$ cat src/rtl/fetch_pkg.sv
// ---------------------------------------------------------------------------
// fetch_pkg
// Shared definitions for the instruction fetch unit: the default register /
// PC width, the default first fetch address and the fetch FSM state type.
// ---------------------------------------------------------------------------
package fetch_pkg;

   localparam int unsigned RV_DEFAULT       = 32;
   localparam logic [63:0] RESET_PC_DEFAULT = 64'h0;

   // IDLE    : no request on the memory port
   // REQ     : request outstanding, returned halfword goes into the queue
   // DISCARD : request outstanding, but a redirect made its data stale
   typedef enum logic [1:0] {
      S_IDLE,
      S_REQ,
      S_DISCARD
   } fetch_state_t;

endpackage : fetch_pkg

$ cat src/rtl/fetch_queue.sv
// ---------------------------------------------------------------------------
// fetch_queue
// DEPTH-entry FIFO of {pc, instruction halfword} pairs between the memory
// port and decode.
//
// Ports
//   clk, reset         clock, asynchronous active-high reset
//   flush              empty the queue at the edge (wins over push/pop)
//   push, push_pc/ins  write an entry at the tail
//   pop                remove the head entry at the edge
//   count              number of valid entries
//   empty              count == 0
//   head_pc, head_ins  head entry, forced to 0 while the queue is empty
// ---------------------------------------------------------------------------
module fetch_queue
   import fetch_pkg::*;
#(
   parameter int unsigned RV    = RV_DEFAULT,
   parameter int unsigned DEPTH = 2,
   localparam int unsigned PW   = $clog2(DEPTH),
   localparam int unsigned CW   = $clog2(DEPTH + 1)
) (
   input  logic          clk,
   input  logic          reset,
   input  logic          flush,
   input  logic          push,
   input  logic [RV-1:0] push_pc,
   input  logic [15:0]   push_ins,
   input  logic          pop,
   output logic [CW-1:0] count,
   output logic          empty,
   output logic [RV-1:0] head_pc,
   output logic [15:0]   head_ins
);

   logic [RV-1:0] pc_mem  [DEPTH];
   logic [15:0]   ins_mem [DEPTH];
   logic [PW-1:0] wr_ptr;
   logic [PW-1:0] rd_ptr;

   // Pointers wrap modulo DEPTH, which need not be a power of two.
   function automatic logic [PW-1:0] ptr_inc(input logic [PW-1:0] p);
      return (p == PW'(DEPTH - 1)) ? '0 : p + PW'(1);
   endfunction

   // NOTE: the storage array has no reset; an entry is only ever read after
   // it has been written, and the head outputs are masked while empty.
   always_ff @(posedge clk) begin
      if (push && !flush) begin
         pc_mem[wr_ptr]  <= push_pc;
         ins_mem[wr_ptr] <= push_ins;
      end
   end

   // NOTE: state registers use non-blocking assignments and reset
   // asynchronously, so every register sees the pre-edge value of the others.
   always_ff @(posedge clk or posedge reset) begin
      if (reset) begin
         wr_ptr <= '0;
         rd_ptr <= '0;
         count  <= '0;
      end else if (flush) begin
         wr_ptr <= '0;
         rd_ptr <= '0;
         count  <= '0;
      end else begin
         if (push) wr_ptr <= ptr_inc(wr_ptr);
         if (pop)  rd_ptr <= ptr_inc(rd_ptr);
         case ({push, pop})
            2'b10:   count <= count + CW'(1);
            2'b01:   count <= count - CW'(1);
            default: count <= count;
         endcase
      end
   end

   assign empty    = (count == '0);
   assign head_pc  = empty ? '0 : pc_mem[rd_ptr];
   assign head_ins = empty ? '0 : ins_mem[rd_ptr];

endmodule : fetch_queue

$ cat src/rtl/fetch.sv
// ---------------------------------------------------------------------------
// fetch
// Instruction fetch unit: issues one halfword request at a time to
// instruction memory, buffers returned halfwords in a small prefetch queue
// and presents the queue head to decode.
//
// Ports
//   clk, reset     clock, asynchronous active-high reset
//   mem_req        registered memory request
//   mem_addr       halfword request address (bit 0 always 0)
//   mem_ack        request completes when mem_req & mem_ack
//   mem_rdata      returned halfword, valid with mem_ack
//   stall          decode cannot accept an instruction this cycle
//   redirect       one-cycle pulse, fetch restarts at redirect_pc
//   redirect_pc    new fetch target (bit 0 ignored)
//   ins, ipc       queue head instruction and its address
//   idone          decode takes the head this cycle (popped at the edge)
// ---------------------------------------------------------------------------
module fetch
   import fetch_pkg::*;
#(
   parameter int unsigned   RV       = RV_DEFAULT,
   parameter logic [RV-1:0] RESET_PC = RV'(RESET_PC_DEFAULT),
   parameter int unsigned   DEPTH    = 2
) (
   input  logic          clk,
   input  logic          reset,
   output logic          mem_req,
   output logic [RV-1:0] mem_addr,
   input  logic          mem_ack,
   input  logic [15:0]   mem_rdata,
   input  logic          stall,
   input  logic          redirect,
   input  logic [RV-1:0] redirect_pc,
   output logic [15:0]   ins,
   output logic [RV-1:0] ipc,
   output logic          idone
);

   localparam int unsigned   CW         = $clog2(DEPTH + 1);
   localparam logic [RV-1:0] RESET_ADDR = {RESET_PC[RV-1:1], 1'b0};

   fetch_state_t  state;
   logic [RV-1:0] fetch_pc;   // next address to request
   logic [RV-1:0] target;
   logic          unused_target_lsb;

   logic          q_push;
   logic          q_empty;
   logic [CW-1:0] q_count;
   logic [CW-1:0] cnt_after_pop;
   logic          room_idle;
   logic          room_after_push;

   assign target            = {redirect_pc[RV-1:1], 1'b0};
   assign unused_target_lsb = redirect_pc[0];

   // Redirect overrides stall and kills the current head.
   assign idone = !q_empty && !stall && !redirect;

   // Only a non-stale ack in REQ writes the queue.
   assign q_push = (state == S_REQ) && mem_ack && !redirect;

   // Occupancy seen by the next cycle. A request may be issued only if the
   // entries left after this edge plus the new outstanding request fit.
   assign cnt_after_pop   = q_count - CW'(idone);
   assign room_idle       = cnt_after_pop < CW'(DEPTH);
   assign room_after_push = (cnt_after_pop + CW'(1)) < CW'(DEPTH);

   fetch_queue #(
      .RV    (RV),
      .DEPTH (DEPTH)
   ) u_queue (
      .clk      (clk),
      .reset    (reset),
      .flush    (redirect),
      .push     (q_push),
      .push_pc  (mem_addr),
      .push_ins (mem_rdata),
      .pop      (idone),
      .count    (q_count),
      .empty    (q_empty),
      .head_pc  (ipc),
      .head_ins (ins)
   );

   // mem_req is high exactly in REQ and DISCARD, so mem_ack alone marks a
   // completing request in those states.
   always_ff @(posedge clk or posedge reset) begin
      if (reset) begin
         state    <= S_IDLE;
         mem_req  <= 1'b0;
         mem_addr <= RESET_ADDR;
         fetch_pc <= RESET_ADDR;
      end else begin
         case (state)
            S_IDLE: begin
               if (redirect) begin
                  // Queue is flushed at this edge, so there is always room.
                  state    <= S_REQ;
                  mem_req  <= 1'b1;
                  mem_addr <= target;
                  fetch_pc <= target + RV'(2);
               end else if (room_idle) begin
                  state    <= S_REQ;
                  mem_req  <= 1'b1;
                  mem_addr <= fetch_pc;
                  fetch_pc <= fetch_pc + RV'(2);
               end
            end

            S_REQ: begin
               if (redirect) begin
                  if (mem_ack) begin
                     // Completing data is dropped; start the target at once.
                     mem_addr <= target;
                     fetch_pc <= target + RV'(2);
                  end else begin
                     // Request must stay stable until acked; remember target.
                     state    <= S_DISCARD;
                     fetch_pc <= target;
                  end
               end else if (mem_ack) begin
                  if (room_after_push) begin
                     mem_addr <= fetch_pc;
                     fetch_pc <= fetch_pc + RV'(2);
                  end else begin
                     state   <= S_IDLE;
                     mem_req <= 1'b0;
                  end
               end
            end

            S_DISCARD: begin
               if (mem_ack) begin
                  // Stale data dropped; queue is empty, issue the target.
                  state <= S_REQ;
                  if (redirect) begin
                     mem_addr <= target;
                     fetch_pc <= target + RV'(2);
                  end else begin
                     mem_addr <= fetch_pc;
                     fetch_pc <= fetch_pc + RV'(2);
                  end
               end else if (redirect) begin
                  fetch_pc <= target;
               end
            end

            default: begin
               state   <= S_IDLE;
               mem_req <= 1'b0;
            end
         endcase
      end
   end

endmodule : fetch
$ cat config.mk
export PLATFORM = sky130hd
export DESIGN_NAME = fetch
export DESIGN_NICKNAME = d
export VERILOG_FILES = /design/src/rtl/fetch_pkg.sv /design/src/rtl/fetch_queue.sv /design/src/rtl/fetch.sv
export SDC_FILE = /design/constraint.sdc
export NUM_CORES = 1
export LEC_CHECK = 0
export CAP_MARGIN = 10
export CORE_MARGIN = 10
export CORE_UTILIZATION = 56
export CTS_CLUSTER_SIZE = 24
export DETAILED_ROUTE_END_ITERATION = 6
export HOLD_SLACK_MARGIN = 0.1
export PLACE_DENSITY = 0.82
export SYNTH_ARGS = -nofsm -noshare
export SYNTH_HDL_FRONTEND = slang
export SYNTH_SLANG_ARGS = --single-unit
$ cat constraint.sdc
create_clock -name clk -period 5.3 [get_ports clk]
set_clock_uncertainty 0.15 [all_clocks]
set_input_delay 1.59 -clock clk [delete_from_list [all_inputs] [get_ports clk]]
set_output_delay 1.59 -clock clk [all_outputs]
set_load 0.02 [all_outputs]
==> impl_metrics.csv <==
group,metric,value,unit
yosys,synthCells,977,
yosys,syn_area_per_cell,9.84,um2
layout,diodes,0,
critical_path,crit_slowest_cell,"clkdlybuf4s50_1",
cts,cts_buffer_depth,2,
yosys,async_reset_ff_frac,0.425,
cts,post-cts-setup-buffers,0,
power_and_ir_drop,p_int,0.00366,W
yosys,synth-seq-cells,167,
drt,drt-initial-drc-count,873,
timing,max_clock_freq,204,MHz
critical_path,path_max_fanout,7,
power_and_ir_drop,clkPwrFrac,0.226,
drt,drt-total-wl,28.3,mm
worst_hold_path,holdCritPathClass,"register to register",
yosys,synth_ff_type,"edfxtp_1",
layout,syn2layout_area_growth,22.4,%
cts,clock_latency,440,ps
power_and_ir_drop,peakVddDrop,0.301,mV
floorplanning,initial_core_util,0.576,
timing,fin_crit,4900,ps
critical_path,critPathBufInv,2,
power_and_ir_drop,total_leakage_power,4.34,nW
critical_path,cpPeakStageDelay,680,ps
critical_path,path_cells,"clkdlybuf4s50_1 > nor3_1 > clkdlybuf4s50_1",
critical_path,cpMostUsedCell,"clkdlybuf4s50_1",
power_and_ir_drop,cellPowerDensity,521,mW/mm2
power_and_ir_drop,p_comb_frac,0.418,
power_and_ir_drop,swShare,0.403,
timing,slew-limit-headroom,0.360,
floorplanning,design.die.area,0.0228,mm2
place,io_buffers,133,
cts,cts.sinks,167,
layout,drive_above_1_share,0.0905,
drt,drc,0,
yosys,yosys.area.top_type,"edfxtp_1",
yosys,synth_edf_count,96,
cts,cts-resized-gates,0,
cts,clockRootBuffer,"clkbuf_16",
layout,nFillCells,1271,
yosys,yosys_warnings,0,
layout,regArea,0.00466,mm2
critical_path,worstPathRequired,3560,ps
timing,setup_viol,0,
yosys,synth.top_cell.area_share,0.300,
cts,clk_pin_slew,70,ps
global_route,grt_pass1_wl,43.3,mm
cts,cts_tree,"done",
drt,firstDrtPassIters,7,
yosys,synthTopCellsByArea,"edfxtp_1, dfrtp_1, mux2i_1",
yosys,yosysSeqAreaShare,0.485,
global_route,antenna_found_initial,0,
critical_path,worstSetupStartpointType,"input pin",
layout,multiInputGateArea,0.00455,mm2
drt,dr_total_vias,8348,
worst_hold_path,hp-start,"mem_addr[0]",
timing,worst_pin_slew,960,ps
critical_path,cp_top_family,"buffers and inverters",
floorplanning,die_w,151,um
timing,period_share,0.925,
place,place.detailed.hpwl,19.0,mm
floorplanning,ios,135,
yosys,syn-cell-area,0.00962,mm2
yosys,synth_cell_types,77,
critical_path,critPathLaunch,"stall",
power_and_ir_drop,power.switching,0.00247,W
cts,htreeDepth,4,
global_route,grt_use_total,0.241,
critical_path,cp-end-kind,"output port",
global_route,globalRouteOverflowTotal,0,
drt,wl_per_cell,21.5,um
place,gp_congestion,0.963,
global_route,grt_pass1_vias,7829,
timing,slew_viol_final,0,
timing,rsz0062_at_grt,"no",
cts,cts_buffers,17,
cts,postCtsHoldBufs,0,
timing,fin_tns_setup,0,ps
yosys,synth_nets,1038,
power_and_ir_drop,seq_power_share,0.356,
floorplanning,rows,47,
global_route,grt_max_degree,51,
layout,nets,1142,
critical_path,criticalPathCategory,"input pin to output port",
flow_run,max_cap_violations,0,
floorplanning,core_area,0.0167,mm2
run_status,status,"finished clean",
floorplanning,die_y,151,um
critical_path,worstReg2RegStart,"u_queue.count[0]",
drt,viasPerCell,6.35,
critical_path,worstPathArrival,3160,ps
power_and_ir_drop,power,0.00613,W
timing,hold_viol,0,
drt,drtAntennaViolNets,0,
[cells by family (layout without fill, tap and decap cells)]
| kind of cell | count (synthesis) | after routing | share of synthesized area |
|---|---|---|---|
| AND/OR/NAND/NOR | 369 | 369 | 0.188 |
| XOR/XNOR | 30 | 30 | 0.0297 |
| buffers and inverters | 88 | 205 | 0.0446 |
| AO/OA/AOI/OAI | 231 | 231 | 0.153 |
| adder cells (fa/ha/maj) | 8 | 8 | 0.0104 |
| flip-flops | 167 | 167 | 0.485 |
| multiplexers | 84 | 84 | 0.0890 |
[worst reg2reg max path: cells and delay by family (launching register included)]
kind	cells	cell delay [ps]
AND/OR/NAND/NOR	4	1170
adder cells (fa/ha/maj)	1	360
flip-flops	1	470
multiplexers	1	290
XOR/XNOR	1	400
buffers and inverters	1	250
AO/OA/AOI/OAI	2	380
[stage by stage]
step / worst slack [ps] / utilization / instance area [um2] / cells / hold slack (ps)
2_1_floorplan: 187 / - / 9620 / 977 / 320
3_3_place_gp: 499 / 0.666 / 11100 / 1282 / 323
3_5_place_dp: 381 / 0.666 / 11100 / 1282 / 331
4_1_cts: 388 / 0.705 / 11800 / 1314 / 350
5_1_grt: 338 / 0.705 / 11800 / 1314 / 365
6_report: 397 / 0.705 / 11800 / 1314 / 353
[cell usage after synthesis (5+ instances only)]
master and n:
buf_1 7, nor3_1 19, o31a_1 5, xor2_1 11, xnor2_1 17, nand4_1 25, mux2i_1 75, and3_1 20
nand3_1 35, buf_6 5, dfrtp_1 71, nor2b_1 5, ha_1 8, a31oi_1 17, inv_1 9, buf_2 7
nand2_1 78, clkbuf_1 51, a211oi_1 9, mux2_2 8, o211ai_1 5, a311oi_1 5, o21ai_0 54, a21o_1 9
edfxtp_1 96, nand2b_1 11, a21oi_1 70, or2_2 6, or3_1 5, nor2_1 137
[layer usage]
metal	up-vias	wire length, um	GRT usage
li1	3817	-	-
met3	59	2920	0.0516
met4	0	599	0.0784
met2	484	13600	0.388
met5	-	0	0
met1	3988	11100	0.318
[registers in the layout (all words and copies together) (netlist names)]
register         count
mem_addr            32
u_queue.rd_ptr       1
u_queue.count        2
state                2
mem_req              1
u_queue.wr_ptr       1
u_queue.pc_mem      64
fetch_pc            32
u_queue.ins_mem     32
[layout make-up]
type	count	area share
sequential	167	0.396
tap	220	0.0234
clock inverter	15	0.0198
inverter	10	0.00319
clock buffer	17	0.0361
multi-input combinational	722	0.387
timing repair buffer	163	0.135
[power groups by stage]
stage | sequential, W | combinational, W | clock (W)
final | 0.00218 | 0.00256 | 0.00139
after global routing | 0.00223 | 0.00277 | 0.00145
after CTS | 0.00218 | 0.00254 | 0.00139
after detailed placement | 0.00219 | 0.00250 | 0
after global placement | 0.00217 | 0.00244 | 0
after floorplan | 0.00218 | 0.00158 | 0
[final timing paths]
kind,slack [ps],to,cells past startpoint
hold / removal,350,u_queue.pc_mem[1][0],0
setup reg to reg,1730,fetch_pc[28],10
min in group asynchronous,1380,mem_addr[15],2
setup / recovery,400,idone,3
hold reg to reg,350,u_queue.pc_mem[1][0],0
max in group asynchronous,2560,u_queue.rd_ptr,3
[placed cells by master (no fill, tap or decap), drive strengths merged, types with 17 or more instances in the layout]
cell / n
edfxtp: 96
dfrtp: 71
xnor2: 18
nor3: 20
a31oi: 17
inv: 17
and3: 20
mux2i: 75
clkbuf: 17
a21oi: 70
buf: 31
nand2: 78
nor2: 137
clkdlybuf4s50: 132
o21ai: 54
nand4: 28
nand3: 35
Power figures use the tool's default switching activity.
